## config.mk

```make
export PLATFORM = sky130hd
export DESIGN_NAME = produto_escalar_csr
export DESIGN_NICKNAME = d
export VERILOG_FILES = /design/src/rtl/produto_escalar_csr.sv
export SDC_FILE = /design/constraint.sdc
export NUM_CORES = 1
export LEC_CHECK = 0
export BUFFER_PORTS_ARGS = -buffer_cell sky130_fd_sc_hd__buf_2
export CAP_MARGIN = 5
export CORE_AREA = 2 2 258 260
export CTS_CLUSTER_DIAMETER = 80
export DETAILED_ROUTE_END_ITERATION = 8
export DIE_AREA = 0 0 260 262
export PLACE_DENSITY = 0.65
export SYNTH_ARGS = -nofsm -noshare
export SYNTH_HDL_FRONTEND = slang
export SYNTH_SLANG_ARGS = --single-unit
export TNS_END_PERCENT = 5
```

## constraint.sdc

```tcl
create_clock -name clk_i -period 22.9 [get_ports clk_i]
set_input_delay 1.145 -clock clk_i [delete_from_list [all_inputs] [get_ports clk_i]]
set_output_delay 1.145 -clock clk_i [all_outputs]
set_load 0.05 [all_outputs]
```

## src/rtl/produto_escalar_csr.sv

```systemverilog
// ----------------------------------------------------------------------------
// produto_escalar_csr
//
// Wishbone classic register front end and sequencer for the 8x32-bit signed
// dot-product unit. Holds both operand vectors, starts the unit with a single
// `iniciar_o` pulse, waits for `concluido_i` (or a timeout) and captures the
// 64-bit result.
//
// Ports
//   clk_i, rst_i            clock, asynchronous active-high reset
//   wb_cyc_i/stb_i/we_i     Wishbone classic request
//   wb_adr_i[4:0]           word address
//   wb_dat_i/wb_dat_o       write data / registered read data
//   wb_ack_o                one-cycle acknowledge
//   irq_o                   level interrupt = done & irq_en
//   a0_o..a7_o, b0_o..b7_o  operand registers, driven continuously
//   iniciar_o               start pulse to the unit
//   resultado_i[63:0]       result from the unit
//   concluido_i             done level from the unit
//   dbg_state_o[1:0]        current sequencer state (0 IDLE, 1 PULSE, 2 ARM, 3 WAIT)
//
// Handshake: a request is taken when cyc&stb is high while ack is low; ack is
// raised on the next edge for exactly one cycle, writes commit on that edge and
// read data is valid while ack is high. A held request is thus served every
// other cycle.
//
// Register map: 0-7 A, 8-15 B, 16 CTRL{irq_en,start}, 17 STATUS{timeout,done,
// busy}, 18 RES_LO, 19 RES_HI, 20-31 read as zero.
// ----------------------------------------------------------------------------
module produto_escalar_csr #(
    parameter int TIMEOUT_CYCLES = 64
) (
    input  logic        clk_i,
    input  logic        rst_i,
    input  logic        wb_cyc_i,
    input  logic        wb_stb_i,
    input  logic        wb_we_i,
    input  logic [4:0]  wb_adr_i,
    input  logic [31:0] wb_dat_i,
    output logic [31:0] wb_dat_o,
    output logic        wb_ack_o,
    output logic        irq_o,
    output logic [31:0] a0_o,
    output logic [31:0] a1_o,
    output logic [31:0] a2_o,
    output logic [31:0] a3_o,
    output logic [31:0] a4_o,
    output logic [31:0] a5_o,
    output logic [31:0] a6_o,
    output logic [31:0] a7_o,
    output logic [31:0] b0_o,
    output logic [31:0] b1_o,
    output logic [31:0] b2_o,
    output logic [31:0] b3_o,
    output logic [31:0] b4_o,
    output logic [31:0] b5_o,
    output logic [31:0] b6_o,
    output logic [31:0] b7_o,
    output logic        iniciar_o,
    input  logic [63:0] resultado_i,
    input  logic        concluido_i,
    output logic [1:0]  dbg_state_o
);

    localparam int CNT_W = (TIMEOUT_CYCLES > 1) ? $clog2(TIMEOUT_CYCLES) : 1;
    localparam logic [CNT_W-1:0] CNT_LAST = CNT_W'(TIMEOUT_CYCLES - 1);

    localparam logic [4:0] ADR_CTRL   = 5'd16;
    localparam logic [4:0] ADR_STATUS = 5'd17;
    localparam logic [4:0] ADR_RES_LO = 5'd18;
    localparam logic [4:0] ADR_RES_HI = 5'd19;

    typedef enum logic [1:0] {
        S_IDLE  = 2'd0,
        S_PULSE = 2'd1,
        S_ARM   = 2'd2,
        S_WAIT  = 2'd3
    } state_t;

    state_t            r_state;
    state_t            w_next_state;
    logic [31:0]       r_a [8];
    logic [31:0]       r_b [8];
    logic [63:0]       r_res;
    logic              r_irq_en;
    logic              r_done;
    logic              r_timeout;
    logic [CNT_W-1:0]  r_cnt;
    logic              r_ack;
    logic [31:0]       r_dat;

    logic              w_req;
    logic              w_wr;
    logic              w_busy;
    logic              w_start;
    logic              w_capture;
    logic              w_expire;
    logic              w_iniciar;
    logic [31:0]       w_rdata;

    // A new request is only taken while ack is low, giving one ack per two
    // cycles for a held strobe.
    assign w_req  = wb_cyc_i & wb_stb_i & ~r_ack;
    assign w_wr   = w_req & wb_we_i;
    assign w_busy = (r_state != S_IDLE);

    // start is honoured only when the sequencer was idle before this edge.
    assign w_start = w_wr && (wb_adr_i == ADR_CTRL) && wb_dat_i[0] && !w_busy;

    // ------------------------------------------------------------------
    // Sequencer
    // ------------------------------------------------------------------
    always_ff @(posedge clk_i or posedge rst_i) begin
        if (rst_i) begin
            r_state <= S_IDLE;
        end else begin
            r_state <= w_next_state;
        end
    end

    always_comb begin
        w_next_state = r_state;
        w_iniciar    = 1'b0;
        w_capture    = 1'b0;
        w_expire     = 1'b0;
        case (r_state)
            S_IDLE: begin
                if (w_start) w_next_state = S_PULSE;
            end
            S_PULSE: begin
                w_iniciar    = 1'b1;
                w_next_state = S_ARM;
            end
            S_ARM: begin
                // concluido_i may still be high from the previous run here.
                w_next_state = S_WAIT;
            end
            S_WAIT: begin
                if (concluido_i) begin
                    w_capture    = 1'b1;
                    w_next_state = S_IDLE;
                end else if (r_cnt == CNT_LAST) begin
                    w_expire     = 1'b1;
                    w_next_state = S_IDLE;
                end
            end
            default: w_next_state = S_IDLE;
        endcase
    end

    always_ff @(posedge clk_i or posedge rst_i) begin
        if (rst_i) begin
            r_cnt <= '0;
        end else if (r_state == S_ARM) begin
            r_cnt <= '0;
        end else if (r_state == S_WAIT) begin
            r_cnt <= r_cnt + 1'b1;
        end
    end

    // ------------------------------------------------------------------
    // Registers
    // ------------------------------------------------------------------
    always_ff @(posedge clk_i or posedge rst_i) begin
        if (rst_i) begin
            for (int i = 0; i < 8; i++) begin
                r_a[i] <= '0;
                r_b[i] <= '0;
            end
        end else if (w_wr && !w_busy && !wb_adr_i[4]) begin
            if (wb_adr_i[3]) r_b[wb_adr_i[2:0]] <= wb_dat_i;
            else             r_a[wb_adr_i[2:0]] <= wb_dat_i;
        end
    end

    always_ff @(posedge clk_i or posedge rst_i) begin
        if (rst_i) begin
            r_irq_en <= 1'b0;
        end else if (w_wr && (wb_adr_i == ADR_CTRL)) begin
            r_irq_en <= wb_dat_i[1];
        end
    end

    // Sticky flags: a set on the same edge as a W1C wins.
    always_ff @(posedge clk_i or posedge rst_i) begin
        if (rst_i) begin
            r_done    <= 1'b0;
            r_timeout <= 1'b0;
        end else begin
            if (w_capture) begin
                r_done <= 1'b1;
            end else if (w_start) begin
                r_done <= 1'b0;
            end else if (w_wr && (wb_adr_i == ADR_STATUS) && wb_dat_i[1]) begin
                r_done <= 1'b0;
            end

            if (w_expire) begin
                r_timeout <= 1'b1;
            end else if (w_start) begin
                r_timeout <= 1'b0;
            end else if (w_wr && (wb_adr_i == ADR_STATUS) && wb_dat_i[2]) begin
                r_timeout <= 1'b0;
            end
        end
    end

    always_ff @(posedge clk_i or posedge rst_i) begin
        if (rst_i) begin
            r_res <= '0;
        end else if (w_capture) begin
            r_res <= resultado_i;
        end
    end

    // ------------------------------------------------------------------
    // Bus read path
    // ------------------------------------------------------------------
    always_comb begin
        w_rdata = '0;
        if (!wb_adr_i[4]) begin
            w_rdata = wb_adr_i[3] ? r_b[wb_adr_i[2:0]] : r_a[wb_adr_i[2:0]];
        end else begin
            case (wb_adr_i)
                ADR_CTRL:   w_rdata = {30'd0, r_irq_en, 1'b0};
                ADR_STATUS: w_rdata = {29'd0, r_timeout, r_done, w_busy};
                ADR_RES_LO: w_rdata = r_res[31:0];
                ADR_RES_HI: w_rdata = r_res[63:32];
                default:    w_rdata = '0;
            endcase
        end
    end

    always_ff @(posedge clk_i or posedge rst_i) begin
        if (rst_i) begin
            r_ack <= 1'b0;
            r_dat <= '0;
        end else begin
            r_ack <= w_req;
            if (w_req) r_dat <= w_rdata;
        end
    end

    // ------------------------------------------------------------------
    // Outputs
    // ------------------------------------------------------------------
    assign wb_ack_o    = r_ack;
    assign wb_dat_o    = r_dat;
    assign irq_o       = r_done & r_irq_en;
    assign iniciar_o   = w_iniciar;
    assign dbg_state_o = r_state;

    assign a0_o = r_a[0];
    assign a1_o = r_a[1];
    assign a2_o = r_a[2];
    assign a3_o = r_a[3];
    assign a4_o = r_a[4];
    assign a5_o = r_a[5];
    assign a6_o = r_a[6];
    assign a7_o = r_a[7];
    assign b0_o = r_b[0];
    assign b1_o = r_b[1];
    assign b2_o = r_b[2];
    assign b3_o = r_b[3];
    assign b4_o = r_b[4];
    assign b5_o = r_b[5];
    assign b6_o = r_b[6];
    assign b7_o = r_b[7];

endmodule
```

Yosys cells after proc, flatten, opt, wreduce, memory -nomap -nowiden
Index checks and enable logic that the tools add are counted.

Bitwise gates (word level): 7. Reduce and logical (&&, ||, !) cells: 19. $lt $le $gt $ge: 2. Equality and inequality tests: 10. $add $sub $neg: 1. Muxes and demuxes: 31.

Operators by type and width (count): bitwise mux 256 bit (2); two-way mux 32 bit (7); binary-select mux 32 bit (select 3 bit) (2); case mux 32 bit (4 select lines) (1); demux 32 bit (select 3 bit) (1); == test 5 bit, second input constant (4); two-way mux 1 bit (12); two-way mux 6 bit (2); logical AND 1 bit (9); case mux 2 bit (4 select lines) (1); adder 6 x 1 -> 6 bit, second input constant (1); == test 6 bit, second input constant (1); two-way mux 2 bit (3); AND reduction 2 bit (3); nonzero test 3 bit (2); AND 1 bit (4); == test 2 bit, second input constant (2); greater-or-equal comparator 4 bit, second input constant (1); less-than comparator 4 x 1 -> 1 bit, second input constant (1); NOT 3 -> 4 bit (1); nonzero test 2 bit (2); inequality test 3 bit, second input constant (1); == test 2 x 1 -> 1 bit, second input constant (1); logical NOT 1 bit (2); 3 further kinds (4).

Register bits: 620.

Longest topological paths before layout
Word-level depth: 8. Mapped depth: 8.

Worst setup path before layout
OpenSTA, ideal clock, no wires.

Path type: input to register. From: input wb_adr_i[0]. To: register r_dat[24], in the netlist wb_dat_o[24]. Path buffers: 3. Cell stages on the path: 7. Setup time: 0.119 ns. Path slack: 20.109 ns. Arrival time: 2.672 ns. Cell sequence: buf_4 > buf_4 > buf_2 > mux4_2 > a22oi_1 > o2111ai_1 > o21a_1.

Longest elaborated chain between the ends: 6. Elaborated cells between the ends (all ways): 14. Classes of those cells: 4 x eq/ne; 9 x mux; 1 x bitwise.

Ends and longest elaborated chain: start: declaration (line 38) `input logic [4:0] wb_adr_i,`; NOT 3 -> 4 bit (not written as such) (line 222) `w_rdata = wb_adr_i[3] ? r_b[wb_adr_i[2:0]] : r_a[wb_adr_i[2:0]];`; binary-select mux 32 bit (select 3 bit) (line 222); two-way mux 32 bit (not written as such) (2 in a row) (line 222); two-way mux 32 bit (line 222); two-way mux 32 bit * (line 221) `if (!wb_adr_i[4]) begin`; end signal: assignment (line 240) `if (w_req) r_dat <= w_rdata;`; end: declaration (line 90) `logic [31:0] r_dat;`.

Every way passes the cells marked *; elsewhere a longest branch is shown, timed or not. The select of a mux whose other input is x is not followed. A chain may end at the register's enable or synchronous reset.

==> PnR_summary.wiki <==
{| class="wikitable"
! Metric !! Value
|-
| Via-to-Cell Ratio || 5.81
|-
| Total Power || about 3 mW
|-
| Share of the synthesized area in the top cell type || around 56%
|-
| Proportion of power drawn by combinational gates || around a fifth
|-
| Class of the tightest hold or removal check || flip-flop to flip-flop
|-
| Async S/R FF share, synth || 100%
|-
| Drt initial violations || roughly 1600
|-
| Via count of the first global-routing pass || ~20000
|-
| Measured slew at the worst slew-check pin || between 1 and 1.5 ns
|-
| Period utilisation layout || 20.5%
|-
| RSZ-0062 raised after global routing || no
|-
| Area after DPL || between 30000 and 40000 um2
|-
| Clock transition time at the flip-flop clock pins of the worst setup and hold paths || 0.06 ns
|-
| Average size of a mapped cell || around 16 um2
|-
| Top-Level Pins || 656
|-
| Endpoint class of the critical path || asynchronous set/reset pin
|-
| Number of antenna violations at the first check in global routing || 9
|-
| Register area share after synthesis || between 50% and 60%
|-
| Most flops, register || r_res
|-
| Pin count of the biggest net entering global routing || 134
|-
| Arrival time at the worst endpoint || 5.36 ns
|-
| Number of endpoints with negative hold slack in the final report || 0
|-
| Post-cts sizing count || 0
|-
| CTS buffer count || around 70
|-
| Sequential group share of total power || about 43%
|-
| Final instance area || 34000 um2
|-
| Number of max-capacitance violations reported || 0
|-
| Placer congestion estimate || slightly below 0.9
|-
| Accumulated negative setup slack || 0 ns
|-
| Clock power frac || a little under two fifths
|-
| Crit-path cells || buf_2, inv_8, buf_4, buf_4, buf_4, buf_4
|-
| Cells after synthesis || between 1500 and 2000
|-
| Count of clock tree sinks || between 600 and 700
|-
| H-tree depth reported by CTS || 3
|-
| Final setup violation count || 0
|-
| Length of the first detailed-routing pass in iterations || 5
|-
| WP data required || ~24 ns
|-
| Maximum fanout along the worst path || around 130
|-
| Post-layout nets || around 2500
|-
| Average detailed-routed wire length per instance || around 30 um
|-
| Detailed-placement wirelength estimate || approximately 66000 um
|-
| Seq. cell area || about 16000 um2
|-
| Layout overhead on the synthesized area || 22.9%
|-
| Pre-CTS WS || approximately 17 ns
|-
| Top FF cell, synth || sky130_fd_sc_hd__dfrtp_1
|-
| Most instantiated cells after synthesis || 620 x sky130_fd_sc_hd__dfrtp_1, 546 x sky130_fd_sc_hd__mux2_2, 120 x sky130_fd_sc_hd__mux4_2
|-
| Count of buffers added by post-CTS timing repair for setup || 0
|-
| Top-count cell post-synth || sky130_fd_sc_hd__dfrtp_1
|-
| Number of vias after detailed routing || around 19000
|-
| Cell-internal power || 2.09 mW
|-
| Area of combinational cells with multiple inputs || 11500 um2
|-
| Combined buffer and inverter count along the critical path || 6
|-
| Vertical extent of the die || approximately 260 um
|-
| Delay contributed by the slowest stage of the critical path || 1.01 ns
|-
| Highest Clock Rate || 213 MHz
|-
| Number of distinct library cells after synthesis || between 40 and 50
|-
| First-pass GRT wire length || between 100000 and 150000 um
|-
| Number of fill cells in the layout || between 5000 and 6000
|-
| Area of the mapped netlist || 27700 um2
|-
| Clk Tree Root Cell || sky130_fd_sc_hd__clkbuf_16
|-
| Port-buffer cells || roughly 660
|-
| Switching share of power || between 30% and 40%
|-
| Ratio of cells with drive above 1 in the final layout || about 62%
|-
| Later-pin clock latency in the skew report || approximately 0.6 ns
|-
| Core area || roughly 65000 um2
|-
| Number of flip-flops under the largest register name || 64
|-
| Static Leak || ~18 nW
|-
| Yosys reg bits || between 600 and 700
|-
| Routed wire length || slightly below 100000 um
|-
| Crit path max-delay cell type || sky130_fd_sc_hd__buf_4
|-
| Pins over their slew limit || 0
|-
| Number of core rows || 94
|-
| Status || completed
|-
| Number of hold-repair buffers added at the cts stage || 0
|-
| Final WS setup || ~18 ns
|-
| Horizontal die dimension || about 260 um
|-
| Critical path startpoint category || primary input
|-
| Power Density || roughly 89 nW/um2
|-
| Category of the most critical setup path || primary input to asynchronous set/reset pin
|-
| Die area || 68100 um2
|-
| Cell taking the most area after synthesis || sky130_fd_sc_hd__dfrtp_1
|-
| Largest cells by area after synthesis || sky130_fd_sc_hd__dfrtp_1 56%, sky130_fd_sc_hd__mux2_2 22%, sky130_fd_sc_hd__mux4_2 9.8%
|-
| Overall Global Routing Usage || between 20% and 30%
|-
| Power spent charging and discharging nets || about 0.94 mW
|-
| CTS tree || built
|-
| Highest ir drop seen on vdd || roughly 0.064 mV
|-
| Count of flip-flops with a built-in enable after synthesis || 0
|-
| Synthesized net count || roughly 1900
|-
| Kind of cell adding the most delay to the critical path || buffers and inverters
|-
| GRT overflow || 0
|-
| Clock period minus worst slack || ~4.7 ns
|-
| Starting density of the core || a little over two fifths
|-
| Worst slew margin relative to its limit || approximately 5.5%
|-
| Post-route DRC || 0
|-
| Total of warnings raised by yosys || 0
|-
| Clock tree buffer depth || 3
|-
| Critical path's most frequent cell || sky130_fd_sc_hd__buf_4
|-
| Max Clock Skew || 0.0231 ns
|-
| Antenna-violating nets left || 0
|-
| Share of the core filled with cells in the final layout || between 50% and 60%
|}
[layout by cell type (no fill, tap or decap), types with 4 or more instances in the layout]
master	netlist	final
sky130_fd_sc_hd__a21oi_1	4	4
sky130_fd_sc_hd__a22oi_1	60	60
sky130_fd_sc_hd__a31oi_1	4	4
sky130_fd_sc_hd__and3_1	6	4
sky130_fd_sc_hd__buf_2	55	653
sky130_fd_sc_hd__buf_4	15	29
sky130_fd_sc_hd__bufinv_16	0	5
sky130_fd_sc_hd__clkbuf_1	67	17
sky130_fd_sc_hd__clkbuf_16	0	71
sky130_fd_sc_hd__clkbuf_8	0	15
sky130_fd_sc_hd__clkinv_2	0	8
sky130_fd_sc_hd__dfrtp_1	620	620
sky130_fd_sc_hd__diode_2	0	9
sky130_fd_sc_hd__ha_1	6	6
sky130_fd_sc_hd__inv_1	6	5
sky130_fd_sc_hd__mux2_1	17	17
sky130_fd_sc_hd__mux2_2	546	546
sky130_fd_sc_hd__mux2_4	15	15
sky130_fd_sc_hd__mux2i_1	49	49
sky130_fd_sc_hd__mux4_2	120	120
sky130_fd_sc_hd__nand2_1	12	11
sky130_fd_sc_hd__nand2b_1	5	5
sky130_fd_sc_hd__nand3_1	10	10
sky130_fd_sc_hd__nand4_1	5	5
sky130_fd_sc_hd__nor2_1	23	9
sky130_fd_sc_hd__nor2_4	0	14
sky130_fd_sc_hd__o2111ai_1	29	29
sky130_fd_sc_hd__o21a_1	30	30
sky130_fd_sc_hd__o21ai_0	6	6
[cell type report]
type	count	area share, %
diodes	9	0.0662
clock buffers	103	6.02
clock inverters	21	0.795
inverters	7	0.0993
multi-input cells	980	33.8
flip-flops and latches	620	45.6
well taps	864	3.18
repair buffers	685	10.4
[final timing paths]
kind                                             from                        to  slack (ns)  cells after the start
setup / recovery                                rst_i      b0_o[10]$_DFFE_PP0P_       18.21                      6
min in group asynchronous                       rst_i      a3_o[28]$_DFFE_PP0P_        0.64                      2
max in group clk_i                        wb_adr_i[0]      a7_o[28]$_DFFE_PP0P_       18.98                      6
hold / removal               wb_dat_o[21]$_DFFE_PP0N_  wb_dat_o[21]$_DFFE_PP0N_        0.49                      1
hold reg to reg              wb_dat_o[21]$_DFFE_PP0N_  wb_dat_o[21]$_DFFE_PP0N_        0.49                      1
setup reg to reg           dbg_state_o[0]$_DFFE_PP0P_      a6_o[30]$_DFFE_PP0P_       19.16                      7
[through the flow]
stage / instances / hold slack [ns]
detailed placement: 3156 / 0.476
floorplan: 1758 / 0.471
finish: 3289 / 0.487
global route: 3288 / 0.511
CTS: 3280 / 0.489
global placement: 3155 / 0.472
[power groups by stage]
stage	Clock [mW]	Sequential (mW)	Combinational [mW]
2_1_floorplan	0	1.51	0.226
3_3_place_gp	0	1.31	0.580
3_5_place_dp	0	1.32	0.592
4_1_cts	1.15	1.30	0.594
5_1_grt	1.20	1.32	0.620
6_report	1.13	1.30	0.589
[cell families after synthesis]
logic type      share of synthesized area [%]
compound gates                           3.86
simple gates                             1.60
mux                                      35.3
flops                                    56.1
xor+xnor                                0.127
fa+ha+maj                               0.271
buf+inv                                  2.82
[layer usage]
layer / vias up / track usage (%) / routed length, um
met3: 163 / 7.09 / 8210
met4: 2 / 11.0 / 3220
met2: 918 / 45.2 / 46700
met1: 10200 / 36.1 / 37900
li1: 7806 / - / -
met5: - / 0 / 16
No activity file was read; power rests on OpenSTA's default activity.
